### src/rtl/load_store_unit_pkg.sv
// Shared core package: funct3 size codes, LSU state encoding, ALU selects, LSU helpers.
package load_store_unit_pkg;

    localparam int unsigned XLEN   = 32;
    localparam int unsigned STRB_W = XLEN / 8;

    // RV32I load/store size and sign codes
    localparam logic [2:0] F3_B  = 3'b000;
    localparam logic [2:0] F3_H  = 3'b001;
    localparam logic [2:0] F3_W  = 3'b010;
    localparam logic [2:0] F3_BU = 3'b100;
    localparam logic [2:0] F3_HU = 3'b101;

    typedef enum logic [1:0] {
        ST_IDLE   = 2'd0,
        ST_ACCESS = 2'd1,
        ST_DONE   = 2'd2
    } lsu_state_t;

    typedef enum logic [3:0] {
        ALU_ADD  = 4'd0,
        ALU_SUB  = 4'd1,
        ALU_SLL  = 4'd2,
        ALU_SLT  = 4'd3,
        ALU_SLTU = 4'd4,
        ALU_XOR  = 4'd5,
        ALU_SRL  = 4'd6,
        ALU_SRA  = 4'd7,
        ALU_OR   = 4'd8,
        ALU_AND  = 4'd9
    } alu_sel_t;

    // Attributes of an accepted request that are still needed after the start cycle
    typedef struct packed {
        logic       is_store;
        logic [2:0] funct3;
        logic [1:0] lane;
    } lsu_req_t;

    // Encodable operation for the given direction
    function automatic logic lsu_legal(input logic is_store, input logic [2:0] funct3);
        logic ok;
        ok = 1'b0;
        case (funct3)
            F3_B, F3_H, F3_W: ok = 1'b1;
            F3_BU, F3_HU:     ok = ~is_store;
            default:          ok = 1'b0;
        endcase
        return ok;
    endfunction

    // Half-word on an odd byte, or word off a word boundary
    function automatic logic lsu_misaligned(input logic [2:0] funct3, input logic [1:0] lane);
        logic mis;
        mis = 1'b0;
        case (funct3)
            F3_H, F3_HU: mis = lane[0];
            F3_W:        mis = (lane != 2'b00);
            default:     mis = 1'b0;
        endcase
        return mis;
    endfunction

    // Byte-lane write enables for a store
    function automatic logic [STRB_W-1:0] lsu_wstrb(input logic [2:0] funct3, input logic [1:0] lane);
        logic [STRB_W-1:0] s;
        case (funct3)
            F3_B:    s = STRB_W'(4'b0001 << lane);
            F3_H:    s = STRB_W'(4'b0011 << lane);
            default: s = STRB_W'(4'b1111);
        endcase
        return s;
    endfunction

    // Replicate store data across all lanes so the strobes pick the right copy
    function automatic logic [XLEN-1:0] lsu_wdata(input logic [2:0] funct3, input logic [XLEN-1:0] d);
        logic [XLEN-1:0] w;
        case (funct3)
            F3_B:    w = {4{d[7:0]}};
            F3_H:    w = {2{d[15:0]}};
            default: w = d;
        endcase
        return w;
    endfunction

endpackage

### src/rtl/load_store_unit_load_extend.sv
// Load alignment: picks the addressed byte/half-word from a memory word and extends it.
module load_extend
    import load_store_unit_pkg::*;
(
    input  logic [XLEN-1:0] word,
    input  logic [1:0]      lane,
    input  logic [2:0]      funct3,
    output logic [XLEN-1:0] result
);

    logic [7:0]  w_byte;
    logic [15:0] w_half;

    // Lane selection followed by sign or zero extension
    always_comb begin
        w_byte = 8'h00;
        w_half = 16'h0000;
        result = word;
        case (lane)
            2'd0:    w_byte = word[7:0];
            2'd1:    w_byte = word[15:8];
            2'd2:    w_byte = word[23:16];
            default: w_byte = word[31:24];
        endcase
        w_half = lane[1] ? word[31:16] : word[15:0];
        case (funct3)
            F3_B:    result = {{24{w_byte[7]}}, w_byte};
            F3_H:    result = {{16{w_half[15]}}, w_half};
            F3_BU:   result = {24'h000000, w_byte};
            F3_HU:   result = {16'h0000, w_half};
            default: result = word;
        endcase
    end

endmodule

### src/rtl/load_store_unit.sv
// RV32I load/store unit: one outstanding access, request/ack memory port, timeout abort.
module load_store_unit
    import load_store_unit_pkg::*;
#(
    parameter int unsigned TIMEOUT = 16
) (
    input  logic              clk,
    input  logic              rst,
    input  logic              start,
    input  logic              is_store,
    input  logic [2:0]        funct3,
    input  logic [XLEN-1:0]   addr,
    input  logic [XLEN-1:0]   wdata,
    output logic              busy,
    output logic              done,
    output logic              err,
    output logic [XLEN-1:0]   rdata,
    output logic              mem_req,
    output logic              mem_we,
    output logic [XLEN-1:0]   mem_addr,
    output logic [STRB_W-1:0] mem_wstrb,
    output logic [XLEN-1:0]   mem_wdata,
    input  logic [XLEN-1:0]   mem_rdata,
    input  logic              mem_ack
);

    localparam int unsigned CNT_W = (TIMEOUT > 1) ? $clog2(TIMEOUT) : 1;

    lsu_state_t       r_state;
    lsu_req_t         r_req;
    logic [CNT_W-1:0] r_cnt;
    logic [XLEN-1:0]  w_load_result;
    logic             w_accept;

    // Load data path works on the captured lane/size and the live ack data
    load_extend u_load_extend (
        .word   (mem_rdata),
        .lane   (r_req.lane),
        .funct3 (r_req.funct3),
        .result (w_load_result)
    );

    // Request is issued to memory only if encodable and naturally aligned
    assign w_accept = lsu_legal(is_store, funct3) && !lsu_misaligned(funct3, addr[1:0]);

    // Control FSM with all outputs registered alongside the state
    always_ff @(posedge clk or posedge rst) begin
        if (rst) begin
            r_state   <= ST_IDLE;
            r_req     <= '0;
            r_cnt     <= '0;
            busy      <= 1'b0;
            done      <= 1'b0;
            err       <= 1'b0;
            rdata     <= '0;
            mem_req   <= 1'b0;
            mem_we    <= 1'b0;
            mem_addr  <= '0;
            mem_wstrb <= '0;
            mem_wdata <= '0;
        end else begin
            case (r_state)
                ST_IDLE: begin
                    if (start) begin
                        r_req <= '{is_store: is_store, funct3: funct3, lane: addr[1:0]};
                        r_cnt <= '0;
                        busy  <= 1'b1;
                        if (w_accept) begin
                            r_state   <= ST_ACCESS;
                            mem_req   <= 1'b1;
                            mem_we    <= is_store;
                            mem_addr  <= {addr[XLEN-1:2], 2'b00};
                            mem_wstrb <= is_store ? lsu_wstrb(funct3, addr[1:0]) : '0;
                            mem_wdata <= is_store ? lsu_wdata(funct3, wdata) : '0;
                        end else begin
                            r_state <= ST_DONE;
                            done    <= 1'b1;
                            err     <= 1'b1;
                        end
                    end
                end
                ST_ACCESS: begin
                    if (mem_ack) begin
                        r_state   <= ST_DONE;
                        mem_req   <= 1'b0;
                        mem_we    <= 1'b0;
                        mem_wstrb <= '0;
                        done      <= 1'b1;
                        err       <= 1'b0;
                        if (!r_req.is_store) begin
                            rdata <= w_load_result;
                        end
                    end else if (r_cnt == CNT_W'(TIMEOUT - 1)) begin
                        r_state   <= ST_DONE;
                        mem_req   <= 1'b0;
                        mem_we    <= 1'b0;
                        mem_wstrb <= '0;
                        done      <= 1'b1;
                        err       <= 1'b1;
                    end else begin
                        r_cnt <= r_cnt + CNT_W'(1);
                    end
                end
                ST_DONE: begin
                    r_state <= ST_IDLE;
                    busy    <= 1'b0;
                    done    <= 1'b0;
                    err     <= 1'b0;
                end
                default: begin
                    r_state <= ST_IDLE;
                    busy    <= 1'b0;
                    done    <= 1'b0;
                    err     <= 1'b0;
                    mem_req <= 1'b0;
                end
            endcase
        end
    end

endmodule

### config.mk
export PLATFORM = sky130hd
export DESIGN_NAME = load_store_unit
export DESIGN_NICKNAME = d
export VERILOG_FILES = /design/src/rtl/load_store_unit_pkg.sv /design/src/rtl/load_store_unit_load_extend.sv /design/src/rtl/load_store_unit.sv
export SDC_FILE = /design/constraint.sdc
export NUM_CORES = 1
export LEC_CHECK = 0
export ABC_AREA = 0
export BUFFER_PORTS_ARGS = -buffer_cell sky130_fd_sc_hd__clkbuf_2
export CAP_MARGIN = 20
export CELL_PAD_IN_SITES_DETAIL_PLACEMENT = 1
export CELL_PAD_IN_SITES_GLOBAL_PLACEMENT = 1
export CORE_UTILIZATION = 40
export DETAILED_ROUTE_END_ITERATION = 16
export PLACE_DENSITY = 0.89
export SLEW_MARGIN = 10
export SYNTH_ARGS = -nofsm -noshare
export SYNTH_HDL_FRONTEND = slang
export SYNTH_SLANG_ARGS = --single-unit
### constraint.sdc
create_clock -name clk -period 10.7 [get_ports clk]
set_input_delay 2.14 -clock clk [delete_from_list [all_inputs] [get_ports clk]]
set_output_delay 2.14 -clock clk [all_outputs]
set_load 0.01 [all_outputs]
==> key figures, run 1 <==
GRT
  – GR Layer Usage met2: 0.454
  – Largest net degree at the start of global routing: 60
  – Routing usage on met1: 0.305
  – GRT Total Usage: 0.263
  – Number of antenna violations at the first check in global routing: 0
  – GRT busiest layer: met2
  – Met3 Track Usage GR: 0.0698
  – Vias in the first global route: 5443
  – Gr ovfl total: 0
  – First-pass GRT wire length: 28900 µm

Route
  – Via count: 4988
  – Routed Antenna Nets: 0
  – DRT Wirelength: 18100 µm
  – Iter 0 DRT Violations: 274
  – 1st-pass router iterations: 5
  – Vias per cell: 5.47
  – DR WL/cell: 19.9 µm
  – # DRC: 0

Clocking
  – Post-CTS Resized: 0
  – Clk Tree Root Cell: clkbuf_16
  – Max clock buf depth: 2
  – Clock slew at reported path FFs: 0.06 ns
  – Postcts setup bufs: 0
  – Htree depth: 4
  – CTS tree: yes
  – Cts bufs inserted: 17
  – Clock latency on the worst-skew pair: 0.42 ns
  – Sink Count: 115
  – CTS hold repair buffers: 0

Power and ir drop
  – Switching share of power: 0.351
  – Leak: 0.00362 µW
  – Clock power frac: 0.312
  – Largest vdd supply drop: 149 µV
  – Net switching power of the design: 664 µW
  – Sequential Power Share: 0.381
  – Cell-internal power: 1230 µW
  – Comb power frac: 0.306
  – Power density over cell area: 259 mW/mm²

Setup path
  – Required time of the critical path: 10.99 ns
  – Worst Path Buf+Inv: 2
  – CP Launch Type: input port
  – Critical path capture point type: register
  – Critical Path AT: 4.75 ns
  – Crit Path Class: in -> reg
  – Crit-path max cell delay: 0.83 ns
  – Top cell family by delay on the critical path: buffers and inverters
  – Slowest CP cell: o21ai_4
  – Crit-path max FO: 58
  – Sequence of cells on the critical path: clkbuf_2 -> a221oi_2 -> o21ai_4 -> buf_4 -> mux2_2

STA
  – Final Max Slew Viols: 0
  – RSZ-0062 raised after global routing: no
  – Setup TNS: 0 ns
  – Max-slew headroom: 0.328
  – Worst Max-Slew Pin Slew: 1.00 ns
  – Post-route setup slack: 6.24 ns
  – Final worst path period need: 4.46 ns
  – Max Freq: 224 MHz
  – Finish-stage setup viols: 0
  – Period utilization: 0.417
  – Hold Vio Cnt, Final: 0
  – Layout Skew: 0.0102 ns

Synthesis
  – Main synth FF type: dfrtp_1
  – Synthesized area per cell: 10.5 µm²
  – Netlist cell types: 63
  – Number of synthesized flops with an enable pin: 0
  – Synth area leader: dfrtp_1
  – Synth Area in XOR/XNOR: 0.00156
  – Sequential share of the synthesized area: 0.514
  – Ys Warns: 0
  – Area share of the largest cell type after synthesis: 0.514
  – Synth Area in Compound Gates: 0.148
  – Synthesized flop and latch total: 115
  – Mapped Area: 0.00560 mm²
  – Post-Synth Simple-Gate Area: 0.159
  – Multiplexer share of the synthesized area: 0.124
  – Synth Area in Adders: 0.00223
  – Synth area leaders: dfrtp_1 51%, nand2_1 6.1%, mux2_2 5.8%, o21ai_0 5.0%, mux2_4 4.6%
  – Cells after Synth: 532
  – Largest family of logic cells by synthesized area: simple AND/OR/NAND/NOR gates
  – Synth async-reset ratio: 1.00

Die
  – Core Area: 0.0135 mm²
  – # IOs: 209
  – Die span in y: 120 µm
  – Die Width: 120 µm
  – Core Rows: 42
  – Initial core utilization: 0.416
  – Die area: 0.0145 mm²

Finish
  – Final Non-Filler Cells: 912
  – Share of post-route cells with drive strength above 1: 0.431
  – Area Growth Syn to Fin: 30.1%
  – Inserted Diodes: 0
  – FF/Latch Area: 0.00288 mm²
  – Multi-input logic area: 0.00247 mm²
  – # nets final: 828
  – # fillers: 1548

Placed design
  – HPWL after detailed placement: 12900 µm
  – Placer Congestion: 0.836
  – Pre-CTS WS: 5.88 ns
  – Placed Instances: 880
  – Port-buffer cells: 206

Outcome
  – Status: completed

Job
  – Number of max-cap violations: 0

Worst hold path
  – HP Class: reg -> reg
==> cell usage in the layout (no fill, tap or decap), types with 4 or more instances in the layout <==
| master | instances |
|---|---|
| buf_4 | 4 |
| nand2_1 | 91 |
| nand2b_1 | 8 |
| nand3b_1 | 8 |
| o21ai_0 | 56 |
| or3_1 | 7 |
| nand3_1 | 25 |
| a21oi_1 | 26 |
| clkbuf_16 | 17 |
| o211ai_1 | 6 |
| clkinv_4 | 4 |
| nor2_1 | 24 |
| o31ai_1 | 16 |
| dfrtp_1 | 115 |
| clkbuf_2 | 206 |
| inv_1 | 4 |
| mux2_4 | 17 |
| mux2i_1 | 9 |
| mux2_2 | 29 |
==> cells in the mapped netlist, types with 2 or more instances <==
library cell / n
nand3_1: 25
nor2_1: 24
nand3b_1: 8
nand2b_1: 8
o21ai_0: 56
a22o_2: 3
dfrtp_1: 115
o21ai_1: 3
clkbuf_1: 11
buf_6: 4
mux2_4: 17
clkbuf_8: 2
or3_1: 7
o2bb2ai_1: 2
o31ai_1: 16
nor2b_1: 3
nor3_2: 2
a21oi_1: 26
nand2_1: 91
inv_1: 5
o211ai_1: 6
a22o_1: 2
buf_2: 16
mux2_2: 29
buf_4: 4
mux2i_1: 9
and3_1: 2
==> cells by family after synthesis <==
group                    after synthesis
AO/OA/AOI/OAI                        131
other                                  1
XOR/XNOR                               1
flip-flops                           115
buffers and inverters                 45
adder cells (fa/ha/maj)                1
multiplexers                          56
AND/OR/NAND/NOR                      182
==> per-stage QoR <==
| stage | instance area, µm² | hold slack (ns) | utilization | power (µW) |
|---|---|---|---|---|
| global route | 7280 | 0.524 | 0.541 | 1990 |
| detailed placement | 6680 | 0.474 | 0.496 | 1300 |
| floorplan | 5600 | 0.461 | - | 1020 |
| CTS | 7280 | 0.489 | 0.541 | 1910 |
| global placement | 6650 | 0.460 | 0.494 | 1250 |
| finish | 7280 | 0.493 | 0.541 | 1890 |
==> state kept, by name, indices dropped and copies added, names as in the netlist <==
register,count
r_req,6
rdata,32
busy,1
mem_addr,30
mem_wstrb,4
mem_we,1
r_cnt,4
mem_req,1
r_state,2
err,1
done,1
mem_wdata,32
==> worst paths after layout <==
check                           cells after the start  slack [ns]         start      endpoint
worst max register to register                      4        8.07    r_state[1]  mem_addr[18]
worst min register to register                      2        0.49  mem_wdata[4]  mem_wdata[4]
worst max-delay path                                5        6.24      is_store  mem_addr[18]
max in group asynchronous                           3        7.61           rst  mem_addr[26]
worst min-delay path                                2        0.49  mem_wdata[4]  mem_wdata[4]
min in group asynchronous                           2        1.83           rst     rdata[22]
==> final cells by class <==
| type | instances | area share |
|---|---|---|
| clock buffer | 18 | 0.0589 |
| clock inverter | 14 | 0.0246 |
| inverter | 5 | 0.00292 |
| multi-input combinational | 373 | 0.339 |
| sequential | 115 | 0.395 |
| tap | 176 | 0.0302 |
| timing repair buffer | 211 | 0.149 |
==> worst register-to-register path: stages, from the launching register on <==
cell     delay [ns]
dfrtp_1        0.51
nor3b_2        0.66
o21ai_4        0.45
buf_4          0.48
mux2_2         0.39
==> per-layer routing <==
metal  wire length [µm]  share of wire
met1               7090           0.39
met2               9250           0.51
met3               1290          0.071
met4                514          0.028
met5                  0              0
==> power groups by stage <==
stage | logic, µW | registers, µW | clock network (µW)
6_report | 579 | 720 | 590
4_1_cts | 586 | 721 | 601
3_3_place_gp | 533 | 714 | 0
2_1_floorplan | 270 | 755 | 0
3_5_place_dp | 576 | 724 | 0
5_1_grt | 632 | 741 | 619
No activity file was read; power rests on OpenSTA's default activity.
==> run 2, diff against run 1 <==
- CORE_UTILIZATION: 40 -> 34
- PLACE_DENSITY: 0.89 -> 0.81
- clock period: 10.7 -> 3.9 ns (I/O delays scaled with it)
==> key figures, run 2 (synthesized netlist as in run 1, its figures left out) <==
Finish
  – Largest regs: mem_wdata (32), rdata (32), mem_addr (30)
  – Share of post-route cells with drive strength above 1: 0.427
  – # fillers: 1894
  – Multi-input logic area: 0.00247 mm²
  – Area Growth Syn to Fin: 30.2%
  – FF/Latch Area: 0.00288 mm²
  – Most frequent cells in the layout: 206 x clkbuf_2, 115 x dfrtp_1, 91 x nand2_1, 56 x o21ai_0, 29 x mux2_2
  – Inserted Diodes: 0
  – # nets final: 830
  – Final non-filler cell area: 0.00729 mm²
  – Most common cell after layout, fill and taps aside: clkbuf_2

Die
  – Core Area: 0.0160 mm²
  – Core Rows: 46
  – Die Width: 130 µm
  – # IOs: 209
  – Initial core utilization: 0.350
  – Die area: 0.0170 mm²
  – Die span in y: 130 µm

Power and ir drop
  – Power density over cell area: 684 mW/mm²
  – Largest vdd supply drop: 272 µV
  – Leak: 0.00362 µW

STA
  – Finish-stage setup viols: 0
  – Final worst path period need: 2.25 ns
  – RSZ-0062 raised after global routing: no
  – Setup TNS: 0 ns
  – Max Freq: 444 MHz
  – Final Max Slew Viols: 0
  – Layout Skew: 0.0148 ns
  – Hold Vio Cnt, Final: 0
  – Max-slew headroom: 0.398
  – Worst Max-Slew Pin Slew: 0.901 ns
  – Period utilization: 0.577

Clocking
  – CTS tree: yes
  – Cts bufs inserted: 17
  – Max clock buf depth: 2
  – Clock latency on the worst-skew pair: 0.41 ns
  – CTS hold repair buffers: 0
  – Postcts setup bufs: 0
  – Post-CTS Resized: 0
  – Htree depth: 4
  – Sink Count: 115
  – Clock slew at reported path FFs: 0.05 ns
  – Clk Tree Root Cell: clkbuf_16

Placed design
  – Placer Congestion: 0.762
  – HPWL after detailed placement: 12200 µm
  – Placed cell areas: 0.00673 mm²
  – Port-buffer cells: 206

Route
  – Iter 0 DRT Violations: 195
  – # DRC: 0
  – Vias per cell: 5.04
  – 1st-pass router iterations: 4
  – Routed Antenna Nets: 0
  – DR WL/cell: 17.6 µm
  – Via count: 4793
  – DRT Wirelength: 16800 µm

GRT
  – Number of antenna violations at the first check in global routing: 0
  – Gr ovfl total: 0
  – Largest net degree at the start of global routing: 94
  – GRT Total Usage: 0.209
  – Vias in the first global route: 4961
  – First-pass GRT wire length: 26800 µm

Setup path
  – Critical path capture point type: register
  – R2R cell count: 3
  – Crit Path Class: reg -> reg
  – Register-to-register setup slack: 1.65 ns
  – Worst Setup SP: r_req[1]
  – Critical Path AT: 2.51 ns
  – Crit-path max FO: 13
  – CP Launch Type: register
  – RR Startpoint: r_req[1]
  – Required time of the critical path: 4.16 ns

Worst hold path
  – HP Class: in -> async

Outcome
  – Status: completed

Job
  – Number of max-cap violations: 0
## run 2: cell count changes in the layout (fill, tap and decap cells not counted)
| cell | delta |
|---|---|
| inv_6 | -3 |
| bufinv_16 | -1 |
| buf_16 | -1 |
| buf_4 | +2 |
| clkbuf_1 | +2 |
| clkinvlp_4 | -3 |
| clkbuf_8 | +3 |
| clkinv_4 | -4 |
| buf_12 | +1 |
| clkinv_2 | +3 |
## run 2: report_power, final
group          internal (µW)  total [µW]  switching [µW]
Sequential              1630        1940             309
Combinational            712        1540             826
Clock                    975        1510             532
## run 2: worst paths after layout
kind	to
setup / recovery	rdata[8]
hold / removal	mem_addr[3]
setup reg to reg	rdata[8]
hold reg to reg	mem_wdata[27]
max in group asynchronous	rdata[4]
min in group clk	mem_wdata[27]
## run 2: layout make-up
| class | count | area share |
|---|---|---|
| clock buffers | 23 | 0.0655 |
| clock inverters | 6 | 0.0110 |
| inverters | 5 | 0.00292 |
| multi-input cells | 373 | 0.339 |
| flip-flops and latches | 115 | 0.395 |
| well taps | 216 | 0.0371 |
| repair buffers | 213 | 0.150 |
## run 2: worst max-delay path: stages, from the launching register on
cell and delay [ns]:
dfrtp_1 0.77, mux4_2 0.61, a211oi_2 0.55, a21oi_1 0.16
## run 2: routing by layer
layer,track usage,routed length (µm),vias up
met4,0.0602,123,0
met1,0.247,7000,2359
met5,0,0,-
met3,0.0808,1430,8
li1,-,-,2256
met2,0.350,8200,170
## run 2: metrics by stage
step,utilization,setup slack [ns],instances,total power (µW),hold WS [ns]
final,0.456,1.65,951,4980,0.464
after global routing,0.456,1.51,951,5310,0.503
after CTS,0.456,1.62,951,5050,0.478
after detailed placement,0.421,1.32,922,3520,0.468
after global placement,0.421,1.38,922,3450,0.458
after floorplan,-,0.0759,533,2810,0.461
